## src/rtl/bp_common_pkg.sv

```systemverilog
// Shared stall-trace encodings: record codes, the retire code and reader FSM states.
package bp_common_pkg;

  localparam int bp_reason_width_gp = 5;

  typedef enum logic [bp_reason_width_gp-1:0] {
    e_ifetch_miss       = 5'd0,
    e_icache_fill       = 5'd1,
    e_itlb_miss         = 5'd2,
    e_branch_mispredict = 5'd3,
    e_control_haz       = 5'd4,
    e_long_haz          = 5'd5,
    e_data_haz          = 5'd6,
    e_aux_dep           = 5'd7,
    e_load_dep          = 5'd8,
    e_mul_dep           = 5'd9,
    e_fma_dep           = 5'd10,
    e_sb_iraw_dep       = 5'd11,
    e_sb_fraw_dep       = 5'd12,
    e_sb_iwaw_dep       = 5'd13,
    e_sb_fwaw_dep       = 5'd14,
    e_struct_haz        = 5'd15,
    e_idiv_haz          = 5'd16,
    e_fdiv_haz          = 5'd17,
    e_ptw_busy          = 5'd18,
    e_special           = 5'd19,
    e_replay            = 5'd20,
    e_exception         = 5'd21,
    e_cmd_fence         = 5'd22,
    e_dtlb_miss         = 5'd23
  } bp_stall_reason_e;

  // Record code meaning "instruction retired" rather than a stall
  localparam logic [bp_reason_width_gp-1:0] bp_retire_code_gp = 5'd24;

  typedef enum logic [1:0] {
    e_idle,
    e_clear,
    e_dump
  } bp_stall_fsm_e;

endpackage

```

## src/rtl/bp_stall_hist_counters.sv

```systemverilog
// Bank of saturating histogram counters with synchronous clear and one indexed read port.
module bp_stall_hist_counters
  import bp_common_pkg::*;
#(
  parameter int num_p   = 25,
  parameter int width_p = 32
) (
  input  logic                          clk_i,
  input  logic                          reset_li,
  input  logic                          clear_i,
  input  logic                          inc_v_i,
  input  logic [bp_reason_width_gp-1:0] inc_idx_i,
  input  logic [bp_reason_width_gp-1:0] rd_idx_i,
  output logic [width_p-1:0]            rd_data_o
);

  localparam logic [bp_reason_width_gp:0] num_lp = (bp_reason_width_gp+1)'(num_p);

  logic [width_p-1:0] cnt_r [num_p];

  always_ff @(posedge clk_i or negedge reset_li) begin
    if (!reset_li) begin
      for (int i = 0; i < num_p; i++) cnt_r[i] <= '0;
    end else begin
      for (int i = 0; i < num_p; i++) begin
        if (clear_i)
          cnt_r[i] <= '0;
        else if (inc_v_i && (inc_idx_i == bp_reason_width_gp'(i)) && !(&cnt_r[i]))
          cnt_r[i] <= cnt_r[i] + width_p'(1);
      end
    end
  end

  assign rd_data_o = ({1'b0, rd_idx_i} < num_lp) ? cnt_r[rd_idx_i] : '0;

endmodule

```

## src/rtl/bp_stall_trace_reader.sv

```systemverilog
// Histograms per-cycle stall/retire trace records, tracks the longest stall run,
// and serializes the histogram out on request through a valid/ready beat stream.
module bp_stall_trace_reader
  import bp_common_pkg::*;
#(
  parameter int num_reasons_p = 25,
  parameter int cnt_width_p   = 32,
  parameter int run_width_p   = 16
) (
  input  logic                          clk_i,
  input  logic                          reset_li,
  input  logic                          rec_v_i,
  input  logic [bp_reason_width_gp-1:0] rec_reason_i,
  output logic                          rec_ready_o,
  input  logic                          clear_i,
  input  logic                          dump_i,
  output logic                          busy_o,
  output logic                          out_v_o,
  input  logic                          out_ready_i,
  output logic [bp_reason_width_gp-1:0] out_idx_o,
  output logic [cnt_width_p-1:0]        out_count_o,
  output logic                          out_last_o,
  output logic [run_width_p-1:0]        max_run_o,
  output logic                          err_o
);

  localparam logic [bp_reason_width_gp:0]   num_lp      = (bp_reason_width_gp+1)'(num_reasons_p);
  localparam logic [bp_reason_width_gp-1:0] last_idx_lp = bp_reason_width_gp'(num_reasons_p-1);

  bp_stall_fsm_e                 state_r, state_n;
  logic [bp_reason_width_gp-1:0] idx_r, inc_idx;
  logic [run_width_p-1:0]        cur_run_r, run_inc;
  logic                          err_r;
  logic                          rec_acc, code_ok, is_retire, beat_acc, is_last;

  assign rec_ready_o = (state_r == e_idle) && !clear_i && !dump_i;
  assign rec_acc     = rec_v_i && rec_ready_o;
  assign code_ok     = {1'b0, rec_reason_i} < num_lp;
  // Out-of-range codes are folded onto bin 0 and flagged
  assign inc_idx     = code_ok ? rec_reason_i : '0;
  assign is_retire   = (rec_reason_i == bp_retire_code_gp);
  assign run_inc     = (&cur_run_r) ? cur_run_r : cur_run_r + run_width_p'(1);

  assign out_v_o     = (state_r == e_dump);
  assign is_last     = (idx_r == last_idx_lp);
  assign out_last_o  = out_v_o && is_last;
  assign beat_acc    = out_v_o && out_ready_i;
  assign busy_o      = (state_r != e_idle);
  assign out_idx_o   = idx_r;
  assign err_o       = err_r;

  always_comb begin
    state_n = state_r;
    unique case (state_r)
      e_idle:  if (clear_i) state_n = e_clear;
               else if (dump_i) state_n = e_dump;
      e_clear: state_n = e_idle;
      e_dump:  if (beat_acc && is_last) state_n = e_idle;
      default: state_n = e_idle;
    endcase
  end

  always_ff @(posedge clk_i or negedge reset_li) begin
    if (!reset_li) state_r <= e_idle;
    else           state_r <= state_n;
  end

  // idx parks at 0 outside DUMP so every dump starts from bin 0
  always_ff @(posedge clk_i or negedge reset_li) begin
    if (!reset_li)                idx_r <= '0;
    else if (state_r != e_dump)   idx_r <= '0;
    else if (beat_acc)            idx_r <= is_last ? '0 : idx_r + bp_reason_width_gp'(1);
  end

  always_ff @(posedge clk_i or negedge reset_li) begin
    if (!reset_li) begin
      cur_run_r <= '0;
      max_run_o <= '0;
      err_r     <= 1'b0;
    end else if (state_r == e_clear) begin
      cur_run_r <= '0;
      max_run_o <= '0;
      err_r     <= 1'b0;
    end else if (rec_acc) begin
      if (is_retire) begin
        cur_run_r <= '0;
      end else begin
        cur_run_r <= run_inc;
        if (run_inc > max_run_o) max_run_o <= run_inc;
      end
      if (!code_ok) err_r <= 1'b1;
    end
  end

  bp_stall_hist_counters #(
    .num_p   (num_reasons_p),
    .width_p (cnt_width_p)
  ) u_hist (
    .clk_i     (clk_i),
    .reset_li  (reset_li),
    .clear_i   (state_r == e_clear),
    .inc_v_i   (rec_acc),
    .inc_idx_i (inc_idx),
    .rd_idx_i  (idx_r),
    .rd_data_o (out_count_o)
  );

endmodule

```

## config.mk

```make
export PLATFORM = sky130hd
export DESIGN_NAME = bp_stall_trace_reader
export DESIGN_NICKNAME = d
export VERILOG_FILES = /design/src/rtl/bp_common_pkg.sv /design/src/rtl/bp_stall_hist_counters.sv /design/src/rtl/bp_stall_trace_reader.sv
export SDC_FILE = /design/constraint.sdc
export NUM_CORES = 2
export LEC_CHECK = 0
export CAP_MARGIN = 25
export CORE_MARGIN = 2
export CORE_UTILIZATION = 64
export CTS_CLUSTER_DIAMETER = 50
export DETAILED_ROUTE_END_ITERATION = 7
export GPL_TIMING_DRIVEN = 1
export PLACE_DENSITY_LB_ADDON = 0.3
export SLEW_MARGIN = 30
export SYNTH_ARGS = -nofsm -noshare
export SYNTH_HDL_FRONTEND = slang
export SYNTH_HIERARCHICAL = 1
export SYNTH_SLANG_ARGS = --single-unit
export TNS_END_PERCENT = 100
```

## constraint.sdc

```tcl
create_clock -name clk_i -period 4.4 [get_ports clk_i]
set_input_delay 0.88 -clock clk_i [delete_from_list [all_inputs] [get_ports clk_i]]
set_output_delay 0.88 -clock clk_i [all_outputs]
set_load 0.02 [all_outputs]
```

==> metrics <==
status finished, violations left; failing checks setup timing; CP Max Fanout 23; Residual DRC 0; clock slew at reported path FFs 0.06 ns; H-Tree Depth 3; Sw Ratio between 20% and 30%; Worst-Skew Late Latency 0.69 ns; Global Route Usage Sum 37.7%; final count of negative-setup-slack endpoints 2; # rows 103; CORE AREA between 70000 and 80000 sq um; setup ws final -0.0333 ns; syn avg cell area around 9.5 sq um; worst slew pin tran 0.974 ns; period utilization 101%; global-route wire length before repair between 200000 and 250000 um; Yosys top cell by area dfrtp_1; Syn Inst Count 5328; reg2reg start cur_run_r[0]$_DFFE_PN0P_; Power Dens Cells between 300 and 400 nW/um^2; HP Class in2async; worst flop-to-flop path endpoint max_run_o[9]$_DFFE_PN0P_; clock sink count 840; async set or reset register ratio after synthesis 100%; CTS tree done; critical path's slowest cell mux4_2; most frequent cells in the layout 860 x nor2_1, 837 x dfrtp_1, 407 x xor2_1; top cells by area, synth dfrtp_1 41%, mux4_2 8.5%, xor2_1 7.0%, nor2_1 6.4%, nand4_1 4.4%; Via density 6.80; Area Growth Syn to Fin 13.7%; Reg2Reg Depth 12; Final HPWL DP 110000 um; Worst Skew 0.0223 ns; Max IR drop VDD between 0.3 and 0.4 mV; synthesized flop and latch total 840; total CTS buffers between 100 and 150; Clk Tree Root Cell clkbuf_16; Cell Chain, Critical Path buf_12, buf_12, mux4_2, mux2i_2, o22ai_2, a211o_1, clkdlybuf4s50_1; Max Clk Rate 226 MHz; Slew Viols, Final 0; Setup CP Type reg2out; Max clock buf depth 3; Reg power frac 40.4%; routed len/inst 23.4 um; Leak 24.1 nW; share of layout cells above drive strength 1 12.3%; top-area cell type share of the netlist area 41.4%; vias in the first global route 42000; logic gate share of total power a little over an eighth; Initial Util between 60% and 70%; initial antenna violation count 8; CP required 3.52 ns; Placer Congestion around 1.1; design internal power about 14 mW; gr ovfl total 0; Die Footprint approximately 82000 sq um; Top cell by count, worst path buf_12; max cap viols 0; largest net degree at the start of global routing 101; final hold vios 0; distinct cell type count of the synthesized netlist 82; RSZ-0062 raised after global routing yes; I/O Pins 69; Iteration-0 DRC Markers 6515; Crit path largest cell delay between 0.5 and 0.6 ns; Post-Synthesis Cell Area 50700 sq um; post-route ant nets 0; ys flop type dfrtp_1; Total Nets Final 5509; Period minus WS final around 4.4 ns; Tot Pwr 19.6 mW; relative slew slack 34.4%; element type at the critical path end output pin; Yosys Warn Count 6; drt first pass iters 7; Die X 286 um; drt total wl ~150000 um; sequential area share after synthesis roughly 41%; Data arrival, critical path 3.55 ns; Worst setup SP type register; syn nets about 5400; Post-synth EDFFs 0; Die Ht around 290 um; DR vias approximately 45000; IO buf count 68; most common cell after layout, fill and taps aside nor2_1; net switching power 5.39 mW; Place WS 0.0139 ns; setup slack, reg-to-reg 0.34 ns; Clk pwr share 46.2%
==> registers in the layout (all words and copies together), names as in the netlist <==
signal	flops
cur_run_r	16
state_r	2
err_o	1
out_idx_o	5
max_run_o	16
u_hist/cnt_r	800
==> power by group through the flow <==
stage          logic (mW)  clock network (mW)  registers [mW]
2_1_floorplan        1.63                   0            8.02
3_3_place_gp         2.45                   0            8.08
3_5_place_dp         2.48                   0            8.09
4_1_cts              2.62                9.11            7.90
5_1_grt              2.83                9.43            7.91
6_report             2.64                9.04            7.90
==> synthesized netlist by cell type, drive strengths merged, types with 43 or more instances <==
| library cell | instances |
|---|---|
| nor2 | 860 |
| dfrtp | 840 |
| xor2 | 407 |
| nand4 | 358 |
| nand2 | 331 |
| nand3 | 330 |
| xnor2 | 251 |
| clkbuf | 207 |
| mux4 | 192 |
| nor3 | 171 |
| and3 | 147 |
| a21oi | 123 |
| mux2i | 121 |
| o21ai | 112 |
| or3 | 109 |
| inv | 98 |
| nor4 | 96 |
| and4 | 77 |
| and2 | 53 |
| ha | 44 |
| buf | 43 |
==> metal layers <==
layer	track usage, %	vias to the layer above	wire length, um
li1	-	19600	-
met1	51.4	22100	58700
met2	56.6	2668	69200
met3	9.90	494	17700
met4	18.2	10	8530
met5	0.872	-	62
==> worst max-delay path by stage <==
| stage | start | depth (start not counted) | end | slack, ns |
|---|---|---|---|---|
| finish | out_idx_o[0]$_DFFE_PN0P_ | 7 | out_count_o[17] | -0.03 |
| global route | out_idx_o[0]$_DFFE_PN0P_ | 7 | out_count_o[17] | -0.06 |
| CTS | out_idx_o[0]$_DFFE_PN0P_ | 7 | out_count_o[22] | -0.000002 |
| detailed placement | rec_reason_i[1] | 11 | u_hist/cnt_r[767]$_DFFE_PN0P_ | 0.01 |
| global placement | rec_reason_i[0] | 11 | u_hist/cnt_r[767]$_DFFE_PN0P_ | 0.04 |
| floorplan | clear_i | 9 | u_hist/cnt_r[767]$_DFFE_PN0P_ | 0.51 |
==> through the flow <==
step	area (sq um)	std cells	util, %	setup TNS (ns)	hold slack (ns)
floorplan	50700	5328	-	0	0.461
global placement	53600	6390	68.1	0	0.486
detailed placement	53600	6390	68.1	0	0.497
CTS	57400	6588	72.9	-0.00000178	0.348
global route	57700	6589	73.3	-0.130	0.0633
finish	57700	6592	73.3	-0.0378	0.0643
==> worst max-delay path: cells and delay by family, from the launching register on <==
| family | cells | cell delay, ns |
|---|---|---|
| flip-flops | 1 | 0.43 |
| AO/OA/AOI/OAI | 2 | 0.55 |
| buffers and inverters | 3 | 0.97 |
| multiplexers | 2 | 0.87 |
==> cell families (layout without fill, tap and decap cells) <==
group	Yosys count	after routing	synth area share [%]
buffers and inverters	348	559	2.63
flip-flops	840	840	41.4
XOR/XNOR	658	658	11.4
adder cells (fa/ha/maj)	44	44	1.09
multiplexers	329	329	11.3
other	0	3	0
AO/OA/AOI/OAI	417	417	5.19
AND/OR/NAND/NOR	2692	2692	27.0
==> cell type report <==
cell class	instances	area, sq um
Tap cell	1050	1310
Timing Repair Buffer	270	2650
Clock buffer	133	2860
Antenna cell	3	7.51
Multi-Input combinational cell	4140	28700
Inverter	98	375
Clock inverter	58	781
Fill cell	5402	21000
Sequential cell	840	21000
==> timing repair <==
item                                    4_1_cts  5_1_grt
gates resized for setup                      43       42
buffers inserted                              7        0
endpoints found under the setup margin       32       25
hold buffers                                  0        0
pin swaps                                     0        0
(Power assumes the default switching activity.)
